`src/rtl/game_pkg.sv`:
```
// Shared game definitions: target state encoding, screen limits, key codes
// and the saturating BCD adder used by the score accumulators.
package game_pkg;

  typedef enum logic [1:0] {
    ALIVE = 2'd0,
    HIT   = 2'd1,
    DEAD  = 2'd2
  } target_state_t;

  localparam int        SCREEN_X_MAX = 639;
  localparam int        SCREEN_Y_MAX = 479;
  localparam logic [7:0] KEY_FIRE    = 8'd44;

  // Adds a single BCD digit to a 4-digit BCD value, rippling the carry digit
  // by digit. A carry out of the top digit means the true sum exceeds 9999,
  // so the result pins at 9999 instead of wrapping.
  function automatic logic [15:0] bcd_add_sat(input logic [15:0] a,
                                              input logic [3:0]  b);
    logic [15:0] res;
    logic [4:0]  d;
    logic        c;
    res = '0;
    c   = 1'b0;
    for (int i = 0; i < 4; i++) begin
      d = {1'b0, a[i*4 +: 4]} + ((i == 0) ? {1'b0, b} : 5'd0) + {4'b0, c};
      if (d > 5'd9) begin
        res[i*4 +: 4] = 4'(d - 5'd10);
        c             = 1'b1;
      end else begin
        res[i*4 +: 4] = d[3:0];
        c             = 1'b0;
      end
    end
    return c ? 16'h9999 : res;
  endfunction

endpackage

```
`src/rtl/bcd_score_acc.sv`:
```
// 4-digit BCD score accumulator, saturating at 9999, never decrements.
// Ports:
//   clk      in  1   accumulate clock
//   Reset    in  1   asynchronous, active-high; clears score to 0000
//   add_en   in  1   add add_val on this edge
//   add_val  in  4   BCD digit to add (0..9)
//   score    out 16  4 BCD digits, [15:12] most significant
module bcd_score_acc
  import game_pkg::*;
(
  input  logic        clk,
  input  logic        Reset,
  input  logic        add_en,
  input  logic [3:0]  add_val,
  output logic [15:0] score
);

  logic [15:0] r_score;

  always_ff @(posedge clk or posedge Reset) begin
    if (Reset)
      r_score <= 16'h0000;
    else if (add_en)
      r_score <= bcd_add_sat(r_score, add_val);
  end

  assign score = r_score;

endmodule

```
`src/rtl/bullet_hit_ctrl.sv`:
```
// Bullet/target hit controller. Each frame compares the live bullet box with
// the target box; on a hit it retires the bullet, sequences the target through
// flash / dead / respawn phases and bumps the BCD score.
// Ports:
//   frame_clk       in  1   one rising edge per video frame
//   Reset           in  1   asynchronous, active-high
//   bullet_on       in  1   bullet in flight; box inputs valid only when 1
//   BulletX/Y/S     in  10  bullet centre and half-size
//   TargetX/Y/S     in  10  target centre and half-size
//   hit             out 1   one-frame pulse after a registered hit
//   bullet_kill     out 1   one-frame pulse with hit, returns bullet to shooter
//   target_alive    out 1   target in ALIVE
//   target_visible  out 1   ALIVE, blinking in HIT, hidden in DEAD
//   score           out 16  4 BCD digits
//
// state | meaning
// ------+--------------------------------------------------------
// ALIVE | target shown, overlap checked every frame
// HIT   | target blinking for FLASH_FRAMES frames, overlap ignored
// DEAD  | target hidden for RESPAWN_FRAMES frames, overlap ignored
module bullet_hit_ctrl
  import game_pkg::*;
#(
  parameter int FLASH_FRAMES   = 30,
  parameter int RESPAWN_FRAMES = 120,
  parameter int POINTS         = 1,
  parameter int BLINK_BIT      = 2
) (
  input  logic        frame_clk,
  input  logic        Reset,
  input  logic        bullet_on,
  input  logic [9:0]  BulletX,
  input  logic [9:0]  BulletY,
  input  logic [9:0]  BulletS,
  input  logic [9:0]  TargetX,
  input  logic [9:0]  TargetY,
  input  logic [9:0]  TargetS,
  output logic        hit,
  output logic        bullet_kill,
  output logic        target_alive,
  output logic        target_visible,
  output logic [15:0] score
);

  localparam logic [9:0] FLASH_LAST   = 10'(FLASH_FRAMES - 1);
  localparam logic [9:0] RESPAWN_LAST = 10'(RESPAWN_FRAMES - 1);
  localparam logic [3:0] POINTS_BCD   = 4'(POINTS);

  target_state_t r_state;
  logic [9:0]    r_frame_cnt;
  logic          r_hit;
  logic          r_kill;

  logic [10:0]   w_dx;
  logic [10:0]   w_dy;
  logic [10:0]   w_r;
  logic          w_overlap;
  logic          w_score_en;

  // Absolute differences taken by ordered subtraction so nothing wraps;
  // the radius sum needs the extra bit.
  assign w_dx = (BulletX >= TargetX) ? {1'b0, BulletX - TargetX}
                                     : {1'b0, TargetX - BulletX};
  assign w_dy = (BulletY >= TargetY) ? {1'b0, BulletY - TargetY}
                                     : {1'b0, TargetY - BulletY};
  assign w_r  = {1'b0, BulletS} + {1'b0, TargetS};

  assign w_overlap  = bullet_on & (w_dx <= w_r) & (w_dy <= w_r);
  assign w_score_en = (r_state == ALIVE) & w_overlap;

  always_ff @(posedge frame_clk or posedge Reset) begin
    if (Reset) begin
      r_state     <= ALIVE;
      r_frame_cnt <= '0;
      r_hit       <= 1'b0;
      r_kill      <= 1'b0;
    end else begin
      r_hit  <= 1'b0;
      r_kill <= 1'b0;
      case (r_state)
        ALIVE: begin
          if (w_overlap) begin
            r_state     <= HIT;
            r_frame_cnt <= '0;
            r_hit       <= 1'b1;
            r_kill      <= 1'b1;
          end
        end
        HIT: begin
          if (r_frame_cnt == FLASH_LAST) begin
            r_state     <= DEAD;
            r_frame_cnt <= '0;
          end else begin
            r_frame_cnt <= r_frame_cnt + 10'd1;
          end
        end
        DEAD: begin
          if (r_frame_cnt == RESPAWN_LAST) begin
            r_state     <= ALIVE;
            r_frame_cnt <= '0;
          end else begin
            r_frame_cnt <= r_frame_cnt + 10'd1;
          end
        end
        default: begin
          r_state     <= ALIVE;
          r_frame_cnt <= '0;
        end
      endcase
    end
  end

  bcd_score_acc u_score (
    .clk     (frame_clk),
    .Reset   (Reset),
    .add_en  (w_score_en),
    .add_val (POINTS_BCD),
    .score   (score)
  );

  assign hit            = r_hit;
  assign bullet_kill    = r_kill;
  assign target_alive   = (r_state == ALIVE);
  assign target_visible = (r_state == ALIVE) |
                          ((r_state == HIT) & ~r_frame_cnt[BLINK_BIT]);

endmodule

```
`config.mk`:
```
export PLATFORM = sky130hd
export DESIGN_NAME = bullet_hit_ctrl
export DESIGN_NICKNAME = d
export VERILOG_FILES = /design/src/rtl/game_pkg.sv /design/src/rtl/bcd_score_acc.sv /design/src/rtl/bullet_hit_ctrl.sv
export SDC_FILE = /design/constraint.sdc
export NUM_CORES = 1
export LEC_CHECK = 0
export CORE_ASPECT_RATIO = 0.9
export CORE_MARGIN = 10
export CORE_UTILIZATION = 55
export CTS_CLUSTER_DIAMETER = 40
export CTS_CLUSTER_SIZE = 10
export DETAILED_ROUTE_END_ITERATION = 8
export GPL_ROUTABILITY_DRIVEN = 0
export PLACE_DENSITY = 0.94
export SLEW_MARGIN = 20
export SYNTH_ARGS = -nofsm -noshare
export SYNTH_HDL_FRONTEND = slang
export SYNTH_SLANG_ARGS = --single-unit
```
`constraint.sdc`:
```
create_clock -name frame_clk -period 6.96 [get_ports frame_clk]
set_input_delay 1.392 -clock frame_clk [delete_from_list [all_inputs] [get_ports frame_clk]]
set_output_delay 1.392 -clock frame_clk [all_outputs]
set_load 0.01 [all_outputs]
```
# Yosys cells after proc, flatten, opt, wreduce, memory -nomap -nowiden
# Cells that the tools add are included.
# op_classes
order_cmp	8
bitwise_logic	6
reduce_logical	2
n_addsub	14
muxes	25
n_eq_ne	7
# ops
operator	n
$mux 10	5
$sub 10x10->10	4
$pmux 10 s3	1
$le 10x11->1	2
$ge 10x10->1	2
$gt 5x4->1 const B	4
$mux 16	1
$mux 4	4
$sub 4x4->4 const B	4
$add 4x1->5	3
$add 10x10->11	1
$add 10x1->10 const B	1
$eq 10x5->1 const B	1
$eq 10x7->1 const B	1
$mux 1	10
$mux 2	3
$pmux 2 s3	1
$add 4x1->5 const B	1
$and 1x1->1	4
$ne 2x2->1 const B	2
$reduce_and 3->1	1
$eq 2x1->1 const B	1
$eq 2x2->1 const B	1
$logic_not 2->1	1
other kinds (3)	3
# totals
regBits	29
elab_cells	66

# Longest topological paths before layout
# logic_depth
word_depth	20
mapped_depth	28

# Modules after synthesis
# A second synthesis with hierarchy kept.
# hier_totals
cells_unflattened	578
area_unflattened_um2	4762.1
# modules_own_cells
module	area_per_inst_um2	cells_each	n_inst
bullet_hit_ctrl	3555.9	454	1
bcd_score_acc	1206.2	124	1

# Least setup slack after synthesis
# OpenSTA, ideal clock, no wires.
# synth_timing
path_kind	input-to-reg
start	input port BulletX[0]
end	register r_frame_cnt[1]
t_required_ns	6.832
t_arrival_ns	5.233
path_stages	21
slack_ns	1.599
n_path_buf	2
cell_sequence	inv_1 ha_1 inv_1 fa_1 a21o_1 a21oi_2 a311oi_2 o41ai_4 buf_4 mux2_2 ha_1 nor2b_1 o21ai_0 nand2b_1 a21oi_1 o211a_1 o2bb2ai_1 and3_1 buf_4 o21ai_4 mux2_1
# synth_via
elab_chain_len	6
# synth_lines
element	line_no	rtl
start: declaration	bullet_hit_ctrl.sv:32	input logic [9:0] BulletX,
$sub 10x10->10, or another cell as far along	bullet_hit_ctrl.sv:63	: {1'b0, TargetX - BulletX};
$mux 10 (*)	bullet_hit_ctrl.sv:62	assign w_dx = (BulletX >= TargetX) ? {1'b0, BulletX - TargetX}
$le 10x11->1 (*)	bullet_hit_ctrl.sv:68	assign w_overlap = bullet_on & (w_dx <= w_r) & (w_dy <= w_r);
$and 1x1->1 (*) (2 in a row)	bullet_hit_ctrl.sv:68	
$ne 2x1->1 (no source line) (*)	n/a	
end signal: assignment	bullet_hit_ctrl.sv:94	r_frame_cnt <= r_frame_cnt + 10'd1;
end signal: assignment	bullet_hit_ctrl.sv:102	r_frame_cnt <= r_frame_cnt + 10'd1;
end: declaration	bullet_hit_ctrl.sv:50	logic [9:0] r_frame_cnt;
# Every way passes the cells marked *; elsewhere a longest branch is shown, timed or not.
# A chain may end at the register's enable or synchronous reset.

# Worst setup path in the final report
# layout_timing
start	input port TargetX[0]
end	register u_score.r_score[2] (netlist: u_score.score[2])
# layout_via
elab_chain_len	6
# layout_lines
element	line_no	rtl
start: declaration	bullet_hit_ctrl.sv:35	input logic [9:0] TargetX,
$sub 10x10->10, or another cell as far along	bullet_hit_ctrl.sv:63	
$mux 10 (*)	bullet_hit_ctrl.sv:62	
$le 10x11->1 (*)	bullet_hit_ctrl.sv:68	
$and 1x1->1 (*) (2 in a row)	bullet_hit_ctrl.sv:68	
$and 1x1->1 (*)	bullet_hit_ctrl.sv:69	assign w_score_en = (r_state == ALIVE) & w_overlap;
end signal: assignment	bcd_score_acc.sv:24	r_score <= bcd_add_sat(r_score, add_val);
end: declaration	bcd_score_acc.sv:18	logic [15:0] r_score;
# Marked as above.

==> results.yml <==
status:
  run_status: "finished clean"
cells_and_area:
  final_common_cell: "ha_1"
  fin_nets: 791
  areaGrowthSynthToFinish_pct: 21.64
  finish.utilization: 0.6852
  final_cell_mix: "84 x ha_1, 82 x clkdlybuf4s50_1, 74 x inv_1"
  insertedDiodeCount: 0
  drive_gt1_frac: 0.05156
place:
  dpl_worst_slack_ns: 0.6721
  place_hpwl_um: 9725
  portBuffers: 82
worst_setup_path:
  path_class: "input port to flip-flop"
  crit_path_cell_trace: "clkdlybuf4s50_1, ha_1, inv_1, fa_1, a21o_1, a21oi_2, a311oi_2, o41ai_4, buf_4, nand2b_1, a21oi_1, nor3b_2, mux2i_1, a311o_1, ha_1, nand3_1, o31ai_1, o2bb2ai_1, a31oi_4, nand2_1, a22o_1"
  worst_ep_arrival_time_ns: 6.21
  cp_common_cell: "ha_1"
  slowest_delay_ns: 0.49
  cp_num_buf_inv: 3
  r2r-start: "u_score.score[0]$_DFFE_PP0P_"
  reg2reg_to: "u_score.score[5]$_DFFE_PP0P_"
  cp_data_required_time_ns: 7.12
  startpoint: "TargetX[0]"
  startpoint_type: "input port"
  cp_max_fo: 16
  r2r_slack_ns: 1.14
  end_kind: "flip-flop"
  reg2reg_depth: 28
  cpMaxStageDelayCell: "clkdlybuf4s50_1"
  crit_family: "compound AO/OA/AOI/OAI gates"
global_routing:
  grt_max_degree: 30
  grt_pass1_wl_um: 20270
  antenna_found_initial: 0
  grt.overflow.total: 0
  grt_pass1_vias: 4559
  grt_usage: 0.1892
yosys:
  muxShareOfSynthArea: 0.04763
  synth_top_family_by_area: "compound AO/OA/AOI/OAI gates"
  synth_fp_nets: 713
  synth_cell_types: 65
  yosysWarnings: 0
  yosys.area_share.adder: 0.2533
  syn_area_um2: 4544
  synth-xor-area-share: 0.06360
  syn_avg_cell_area_um2: 8.100
  synthFlopType: "dfrtp_1"
  synth_simple_gate_area_frac: 0.1327
  synthArstFlopShare: 1.000
  synth_edf_count: 0
  ys_ff_latch: 29
  yosysSeqAreaShare: 0.1597
  netlist_instances: 561
  synth-compound-area-share: 0.2640
power_and_ir_drop:
  p_leak_nw: 2.632
  power.density_nw_per_um2: 217.6
  finalPower_mw: 1.203
  irDropWorstVdd_uv: 114.8
detailed_routing:
  wl_um: 11800
  dr.pass1.iters: 5
  drc: 0
  antenna_left: 0
  drt_iter0_markers: 272
  vias: 4486
  avgViaCountPerCell: 6.070
  post_drt_wl_per_cell_um: 15.96
floorplan:
  coreArea_um2: 8068
  die_width_um: 115.8
  row_count: 31
  initial_core_util: 0.5633
  ioPinCount: 83
  die-area_um2: 12300
  die_y_um: 106.2
worst_hold_path:
  hold_path.class: "flip-flop to flip-flop"
  whs_endpoint: "r_frame_cnt[1]$_DFFE_PP0P_"
  hold_start: "r_frame_cnt[1]$_DFFE_PP0P_"
  hold-path-cell-count: 1
clocking:
  path_clk_slew_ns: 0.06
  cts_buffers: 5
  htreeDepth: 2
  cts_setup_buffers: 0
  clock_path_buffers: 2
  holdBufCountCts: 0
  worstSkewPairLatency_ns: 0.28
  tritoncts: "done"
  cts.repair.resized: 0
  clock-sinks: 29
  clock_tree.root_cell: "clkbuf_8"
sta:
  tns_ns: 0
  worst_pin_slew_ns: 0.7755
  final_max_slew_viol_count: 0
  max_freq_ghz: 0.1652
  setup_viol: 0
  timing.slew.headroom: 0.4819
  period_share: 0.8699
  finalHoldViolCount: 0
  finClkSkew_ns: 0.01097
  setup_ws_ns: 0.9054
  rsz0062_at_grt: "no"
  final.min_clock_period_ns: 6.055
  hold_ws_ns: 0.5538
run:
  drv_cap: 0
[Yosys cell counts, types with 2 or more instances]
library cell	n	area [um^2]
o22ai_1	7	43.79
xnor2_1	21	183.9
o31ai_1	2	15.01
a21o_1	18	135.1
inv_1	75	281.5
buf_2	8	40.04
o21bai_1	6	45.04
xor2_1	12	105.1
a21oi_1	55	275.3
fa_1	5	100.1
and3_1	2	12.51
nand4_1	8	50.05
a211oi_1	2	15.01
a22o_1	3	26.28
a32o_1	6	60.06
mux2_2	4	45.04
a311o_1	2	20.02
ha_1	84	1051
buf_4	3	22.52
o21ai_0	44	220.2
nand2_1	42	157.7
o2bb2ai_1	5	43.79
nor3_1	5	25.02
nor2b_1	6	37.54
or3_1	2	12.51
nand3b_1	3	22.52
o21ai_2	2	17.52
o21ai_1	3	15.01
nand3_1	15	75.07
nand2b_1	4	25.02
nor4b_1	2	17.52
a21oi_2	4	35.03
o2111ai_1	2	17.52
a311oi_1	2	17.52
or2_2	2	12.51
mux2i_1	16	160.2
nor2_1	22	82.58
o21a_1	2	15.01
dfrtp_1	29	725.7
[through the flow]
step | cells | cell area, um^2
3_3_place_gp | 731 | 5426
6_report | 739 | 5528
2_1_floorplan | 561 | 4544
3_5_place_dp | 731 | 5426
4_1_cts | 739 | 5528
5_1_grt | 739 | 5528
[per-layer routing]
layer	GRT usage	part of all wire	up-vias
met5	0	0	-
met4	0.03482	0.0092	0
met3	0.03035	0.063	16
met2	0.3605	0.52	197
met1	0.2155	0.41	2122
li1	-	-	2151
[worst max path at each step]
stage                                         to  slack (ns)  cells past startpoint
detailed placement  u_score.score[1]$_DFFE_PP0P_        0.67                     21
global route        u_score.score[2]$_DFFE_PP0P_        0.59                     22
global placement      r_frame_cnt[1]$_DFFE_PP0P_        0.92                     23
finish              u_score.score[2]$_DFFE_PP0P_        0.91                     21
CTS                 u_score.score[2]$_DFFE_PP0P_        0.98                     21
floorplan             r_frame_cnt[1]$_DFFE_PP0P_        1.60                     21
[logic make-up after synthesis]
group,Yosys count
AOI/OAI and AO/OA,180
and+or+nand+nor,121
adders and majority gates,89
buffers and inverters,88
xor gates and xnor gates,33
DFF,29
muxes,21
[state kept, by name (all words and copies together), names as in the netlist]
| register | count |
|---|---|
| u_score.score | 16 |
| r_frame_cnt | 10 |
| r_state | 2 |
| bullet_kill | 1 |
[layout make-up]
cell class	count	area (um^2)
fill	651	2540
inverter	75	281.5
clock buffer	7	96.34
multi-input combinational	444	3460
sequential	29	725.7
timing repair buffer	84	835.8
tap	99	123.9
clock inverter	1	5.005
[power by group]
group	leakage, nW	switching [mW]	internal (mW)
Combinational	2.19	0.456	0.361
Sequential	0.391	0.0339	0.197
Clock	0.0542	0.0653	0.0892
Total	2.63	0.555	0.647
(Power assumes the default switching activity.)
